==> src/rtl/maq_est_y_modos.sv <==
// Virtual-pet core: debounced food/medicine buttons, life-tick care FSM,
// NORMAL/TEST speed modes and a 4-digit multiplexed 7-segment display.
module maq_est_y_modos #(
    parameter int TICK_NORMAL    = 50_000_000,
    parameter int TICK_TEST      = 5_000_000,
    parameter int DEB_CYCLES     = 500_000,
    parameter int REFRESH_CYCLES = 50_000,
    parameter int MAX_LVL        = 5
) (
    input  logic       clk,
    input  logic       reset,
    input  logic       Boton_Comida,
    input  logic       Boton_Medicina,
    output logic [6:0] sseg,
    output logic [3:0] an
);
    localparam int DW = $clog2(DEB_CYCLES);
    localparam int TW = $clog2(TICK_NORMAL);
    localparam int RW = $clog2(REFRESH_CYCLES);

    typedef enum logic [1:0] {
        FELIZ   = 2'd0,
        HAMBRE  = 2'd1,
        ENFERMO = 2'd2,
        MUERTO  = 2'd3
    } state_t;

    logic [1:0]    sync1_q, sync2_q, acc_q, prev_q;
    logic [DW-1:0] cnt_q [2];
    logic          both_q;
    logic [1:0]    press;
    logic          toggle, tick, dead;

    logic [TW-1:0] tcnt_q, tcnt_d;
    logic          mode_q, mode_d;
    logic [3:0]    c_q, c_d, s_q, s_d;
    state_t        state_q, state_d;
    int            c_n, s_n;

    logic [RW-1:0] rcnt_q;
    logic [1:0]    sel_q;
    logic [3:0]    val;

    // bit 0 = food, bit 1 = medicine
    always_ff @(posedge clk or posedge reset) begin
        if (reset) begin
            sync1_q  <= '0;
            sync2_q  <= '0;
            acc_q    <= '0;
            prev_q   <= '0;
            both_q   <= 1'b0;
            cnt_q[0] <= '0;
            cnt_q[1] <= '0;
        end else begin
            sync1_q <= {Boton_Medicina, Boton_Comida};
            sync2_q <= sync1_q;
            prev_q  <= acc_q;
            both_q  <= &acc_q;
            for (int i = 0; i < 2; i++) begin
                if (sync2_q[i] == acc_q[i]) begin
                    cnt_q[i] <= '0;
                end else if (cnt_q[i] == DW'(DEB_CYCLES - 1)) begin
                    acc_q[i] <= sync2_q[i];
                    cnt_q[i] <= '0;
                end else begin
                    cnt_q[i] <= cnt_q[i] + 1'b1;
                end
            end
        end
    end

    assign dead   = (state_q == MUERTO);
    assign press  = acc_q & ~prev_q;
    assign toggle = (&acc_q) & ~both_q & ~dead;

    always_comb begin
        tick   = mode_q ? (tcnt_q == TW'(TICK_TEST - 1))
                        : (tcnt_q == TW'(TICK_NORMAL - 1));
        tcnt_d = (toggle || tick) ? '0 : tcnt_q + 1'b1;
        mode_d = mode_q ^ toggle;
    end

    // Same-cycle tick and press combine before saturation.
    always_comb begin
        c_n = int'(c_q) - (tick ? 1 : 0) + (press[0] ? 1 : 0);
        s_n = int'(s_q) - ((tick && c_q == 4'd0) ? 1 : 0)
                        + (press[1] ? 1 : 0);
        if (c_n < 0)       c_n = 0;
        if (c_n > MAX_LVL) c_n = MAX_LVL;
        if (s_n < 0)       s_n = 0;
        if (s_n > MAX_LVL) s_n = MAX_LVL;
        c_d = dead ? c_q : 4'(c_n);
        s_d = dead ? s_q : 4'(s_n);
    end

    always_comb begin
        state_d = FELIZ;
        if (dead || s_q == 4'd0) state_d = MUERTO;
        else if (s_q < 4'd3)     state_d = ENFERMO;
        else if (c_q < 4'd3)     state_d = HAMBRE;
    end

    always_ff @(posedge clk or posedge reset) begin
        if (reset) begin
            tcnt_q  <= '0;
            mode_q  <= 1'b0;
            c_q     <= 4'(MAX_LVL);
            s_q     <= 4'(MAX_LVL);
            state_q <= FELIZ;
            rcnt_q  <= '0;
            sel_q   <= 2'd0;
        end else begin
            tcnt_q  <= tcnt_d;
            mode_q  <= dead ? mode_q : mode_d;
            c_q     <= c_d;
            s_q     <= s_d;
            state_q <= state_d;
            if (rcnt_q == RW'(REFRESH_CYCLES - 1)) begin
                rcnt_q <= '0;
                sel_q  <= sel_q + 2'd1;
            end else begin
                rcnt_q <= rcnt_q + 1'b1;
            end
        end
    end

    always_comb begin
        val = s_q;
        unique case (sel_q)
            2'd0: val = s_q;
            2'd1: val = c_q;
            2'd2: val = {3'b000, mode_q};
            2'd3: val = {2'b00, state_q};
        endcase
        an = ~(4'b0001 << sel_q);
    end

    always_comb begin
        sseg = 7'b1111111;
        unique case (val)
            4'h0: sseg = 7'b1000000;
            4'h1: sseg = 7'b1111001;
            4'h2: sseg = 7'b0100100;
            4'h3: sseg = 7'b0110000;
            4'h4: sseg = 7'b0011001;
            4'h5: sseg = 7'b0010010;
            4'h6: sseg = 7'b0000010;
            4'h7: sseg = 7'b1111000;
            4'h8: sseg = 7'b0000000;
            4'h9: sseg = 7'b0010000;
            4'hA: sseg = 7'b0001000;
            4'hB: sseg = 7'b0000011;
            4'hC: sseg = 7'b1000110;
            4'hD: sseg = 7'b0100001;
            4'hE: sseg = 7'b0000110;
            4'hF: sseg = 7'b0001110;
        endcase
    end
endmodule

==> config.mk <==
export PLATFORM = sky130hd
export DESIGN_NAME = maq_est_y_modos
export DESIGN_NICKNAME = d
export VERILOG_FILES = /design/src/rtl/maq_est_y_modos.sv
export SDC_FILE = /design/constraint.sdc
export NUM_CORES = 1
export LEC_CHECK = 0
export ABC_AREA = 0
export CORE_ASPECT_RATIO = 1.1
export CORE_MARGIN = 8
export CORE_UTILIZATION = 33
export CTS_CLUSTER_SIZE = 10
export DETAILED_ROUTE_END_ITERATION = 6
export PLACE_DENSITY = 0.57
export SLEW_MARGIN = 20
export SYNTH_ARGS = -nofsm -noshare
export SYNTH_HDL_FRONTEND = slang
export SYNTH_SLANG_ARGS = --single-unit
==> constraint.sdc <==
create_clock -name clk -period 5.05 [get_ports clk]
set_input_delay 1.01 -clock clk [delete_from_list [all_inputs] [get_ports clk]]
set_output_delay 1.01 -clock clk [all_outputs]
set_load 0.1 [all_outputs]
### Yosys cells after proc, flatten, opt, wreduce, memory -nomap -nowiden

Memory sizes are Yosys's and may differ from the RTL's.
Index checks and enable logic that the tools add are counted.
W data, S select, Z words.

* register bits after elaboration: 102
* bits in latches: 0
* memory bits (writable): 0
* bits in read-only memories: 112
* input port bits: 4
* output and inout bits: 11
* logic and storage cells: 81
* memories kept: 1

* add/subtract/negate cells: 9
* $mul: 0
* divide/modulo/power cells: 0
* order comparisons: 6
* eq/ne operators: 11
* shift-type cells: 1
* muxes and demuxes: 19
* bitwise logic cells: 10
* reductions and logical operators: 9

Memories
* (name not given): words 16, width 7, read ports 1, clocked after memory_dff 0, write ports 0, line 140 `unique case (val)`

Operators with widths (count)
* $mux W19: 4
* $gt A32 B4 Y1 const B: 2
* $mux W32: 2
* $add A19 B1 Y19 const B: 2
* $eq A19 B19 Y1 const B: 2
* $add A26 B1 Y26 const B: 1
* $eq A26 B23 Y1 const B: 1
* $eq A26 B26 Y1 const B: 1
* $mux W26: 1
* $add A16 B1 Y16 const B: 1
* $eq A16 B16 Y1 const B: 1
* $mux W16: 1
* $pmux W4 S4: 1
* $add A5 B2 Y6: 2
* $lt A6 B1 Y1 const B: 2
* $sub A4 B1 Y5: 2
* $logic_not A4 Y1: 2
* $lt A4 B2 Y1 const B: 2
* $mux W4: 2
* $eq A2 B2 Y1 const B: 3
* $mux W1: 6
* $reduce_and A2 Y1: 3
* $mux W2: 2
* $not A1 Y1: 4
* other kinds (12): 15

### Depth between registers and ports, before layout

Gate-level depths: netlist of run 1.

* depth in word-level cells: 10
* depth in mapped cells: 14
* depth with buffers taken out: 13

### Worst setup path after synthesis of run 1

OpenSTA, ideal clock, no wires.

* path kind: register to output
* from: register sel_q[0]
* to: output sseg[6]
* data arrival time: 3878 ps
* data required time: 4040 ps
* setup slack: 162 ps
* cell stages (with the launch flop): 10
* path buffers: 1
* cells stage by stage: dfrtp_1 inv_1 ha_1 clkbuf_1 mux2_2 inv_1 ha_1 nand2_1 a21boi_0 o21ai_0

* longest elaborated chain between the ends: 3
* elaborated cells between the ends (all ways): 6
* classes of those cells: 3 x eq/ne; 1 x mux; 1 x reduce/logical; 1 x memory

Ends and longest elaborated chain
* start: declaration: line 41 `logic [1:0] sel_q;`
* start signal: assignment: line 120 `sel_q <= sel_q + 2'd1;`
* $eq A2 B2 Y1, or another cell as far along: line 129 `unique case (sel_q)`
* $pmux W4 S4 *: line 129
* $mem_v2 Z16 W7 *
* end: declaration: line 14 `output logic [6:0] sseg,`

Every way passes the cells marked *; elsewhere a longest branch is shown, timed or not.

### Worst setup path after layout of run 1

* from: register sel_q[0]
* to: output sseg[5]

The elaborated chain is that of the path after synthesis.

==> run metrics, run 1 <==
outcome=completed; total CTS buffers=9; Startpoint Class=flop; Core Area=16400 µm²; Hold Slack=0.353 ns; ANT nets after route=0; Peak Freq=0.224 GHz; Root Buffer=clkbuf_16; Synth top area share=~44%; die width=140 µm; EDFF count, synth=0; via count=4018; Hold Buf Count CTS=0; pins over their slew limit=0; Pwr Density=246 nW/µm²; critical path endpoint=sseg[5]; largest net degree at the start of global routing=75; Area Growth Syn to Fin=11.0%; final HPWL from detailed placement=7310 µm; post-synthesis sequential area ratio=roughly 46%; Mapped Avg Cell Area=9.51 µm²; post-synthesis cell type count=59; Tightest Hold Check Type=flop to flop; synthesized net count=611; Most Used Layer, Global Route=met2; Lkg Pwr=around 2.6 nW; routing usage on met3=under 10%; Finished Core Util=37.5%; critical path type=flop to output port; Synth area leaders=dfrtp_1, xnor2_1, nor2_1; CP endpoint kind=output port; Crit Reg-Reg Endpoint=c_q[0]$_DFFE_PP1N_; Initial DRT Pass Iterations=6; Layout Nets=624; clk slew on worst S/H paths=0.07 ns; commonest cells after routing, fill and taps aside=dfrtp_1, nor2_1, xnor2_1, nand2_1, inv_1; Remaining DRCs=0; post-layout min period=4.47 ns; routing usage on met1=12.7%; DIE AREA=around 21000 µm²; worst skew pair latency=0.35 ns; grt ovf=0; Max Clock Skew=0.00738 ns; grt met2 use=between 10% and 20%; CTS Sinks=102; worst reg2reg path depth=13; ratio of final minimum period to clock period=88.6%; 1st-iter DRT viols=272; Top FF cell, synth=dfrtp_1; total routed wirelength=10300 µm; largest area contributor in the netlist=dfrtp_1; gpl congestion=between 0.7 and 0.8; Mapped Cells=584; reg2reg setup slack=1.17 ns; Max IR drop VDD=0.164 mV; Arr. time, crit path=3.46 ns; row count=49; total negative slack=0 ns; vias in the first global route=4001; unrepaired setup endpoints after global routing=false; yosys warns=0; htree depth=3; DR WL/cell=~13 µm; initial antenna violation count=0; leading cell type in the layout, fill and taps excluded=dfrtp_1; Setup Fix Bufs, Post-CTS=0; maxcap violations=0; global-route usage over all layers=10.3%; post-CTS sizing=0; Synth Cell Area=about 5600 µm²; fin worst setup slack=0.576 ns; global-route wire length before repair=18400 µm; Worst Tran Pin Value=0.986 ns; reg-to-reg startpoint=tcnt_q[9]$_DFF_PP0_; die height=152 µm; ratio of cells with drive above 1 in the final layout=under 10%; CP required=roughly 4.0 ns; Critical path origin=sel_q[0]$_DFFE_PP0N_; vias per cell=~5; Starting Density=around a third; register bit total from synthesis=102; Final Setup Violations=0; Post-synth ARST share=100%; IO Pins=15; pre-CTS WS=0.954 ns; CTS tree=built; Slew HR=around 34%; # diodes=0; Final Hold Fails=0; largest buffer count on any clock path=2; CP max FO=9; port bufs=14
power by group:
part | switching [W] | leakage, nW | internal [W]
Combinational | 0.0000243 | 1.13 | 0.00000763
Clock | 0.000309 | 0.128 | 0.000348
Sequential | 0.00000424 | 1.36 | 0.000822
Total | 0.000338 | 2.61 | 0.00118
worst max-delay path, cell delays in order, from the launching register on:
cell	delay [ns]
dfrtp_1	0.41
inv_1	0.14
ha_1	0.34
nor2_1	0.09
a21oi_1	0.39
inv_1	0.16
ha_1	0.24
nand2_1	0.09
o21ai_0	0.09
a22o_1	0.19
clkdlybuf4s50_1	0.97
Yosys cell counts, types with 3 or more instances:
library cell  number
a31oi_1            4
nor4b_1            4
a21oi_1            7
o21a_1             3
nor3_1            15
and2_1             4
ha_1              23
xnor2_1           48
xor2_1            30
nor2_1            95
nor2b_1           13
inv_1             36
o21ai_0           16
and4_1             6
dfstp_2            4
nand2b_1           4
and3_1            12
or2_2              4
nor4_1            10
a211o_1            3
nand4bb_1          3
clkbuf_1          10
nand2_1           43
nand3_1           23
nand4_1           20
mux2_2             3
dfrtp_1           98
nor3b_1            3
worst min path at each step:
| stage | start | end | cells after the start |
|---|---|---|---|
| after floorplan | sync1_q[0]$_DFF_PP0_ | sync2_q[0]$_DFF_PP0_ | 0 |
| after global placement | sync1_q[1]$_DFF_PP0_ | sync2_q[1]$_DFF_PP0_ | 0 |
| after detailed placement | sync1_q[1]$_DFF_PP0_ | sync2_q[1]$_DFF_PP0_ | 0 |
| after CTS | sync1_q[1]$_DFF_PP0_ | sync2_q[1]$_DFF_PP0_ | 0 |
| after global routing | sync1_q[1]$_DFF_PP0_ | sync2_q[1]$_DFF_PP0_ | 0 |
| final | sync1_q[1]$_DFF_PP0_ | sync2_q[1]$_DFF_PP0_ | 0 |
layout make-up:
cell class | instances | area, µm²
Multi-Input combinational cell | 432 | 2790
Tap cell | 204 | 255
Timing Repair Buffer | 16 | 143
Sequential cell | 102 | 2560
Fill cell | 1667 | 10300
Clock buffer | 11 | 243
Inverter | 36 | 138
Clock inverter | 5 | 36.3
state kept, by name, indices dropped and copies added (netlist names), 4 cells and up:
signal,count
c_q,4
cnt_q,38
rcnt_q,16
s_q,4
tcnt_q,26
per-stage QoR:
step / area (µm²) / total power, W / cells
floorplan: 5550 / 0.000865 / 584
global placement: 5890 / 0.000876 / 790
detailed placement: 5890 / 0.000877 / 790
CTS: 6160 / 0.00155 / 806
global route: 6160 / 0.00158 / 806
finish: 6160 / 0.00152 / 806
routing by layer:
metal / up-vias / wire, µm
met5: - / 0
met4: 0 / 192
met3: 15 / 330
met2: 49 / 4740
met1: 1922 / 5090
li1: 2032 / -
cells by family after synthesis:
logic type	share of synthesized area (%)
flip-flops	46.1
XOR/XNOR	12.3
AO/OA/AOI/OAI	7.05
adder cells (fa/ha/maj)	5.18
multiplexers	0.608
buffers and inverters	3.65
AND/OR/NAND/NOR	25.1
Power figures use the tool's default switching activity.
==> inputs of run 2 (changes only) <==
--- a/config.mk
+++ b/config.mk
@@ -9,7 +9,6 @@
 export CORE_ASPECT_RATIO = 1.1
 export CORE_MARGIN = 8
 export CORE_UTILIZATION = 33
-export CTS_CLUSTER_SIZE = 10
 export DETAILED_ROUTE_END_ITERATION = 6
 export PLACE_DENSITY = 0.57
 export SLEW_MARGIN = 20
==> results of run 2 <==
No change in the layout: final DEF, timing and power equal those of run 1.
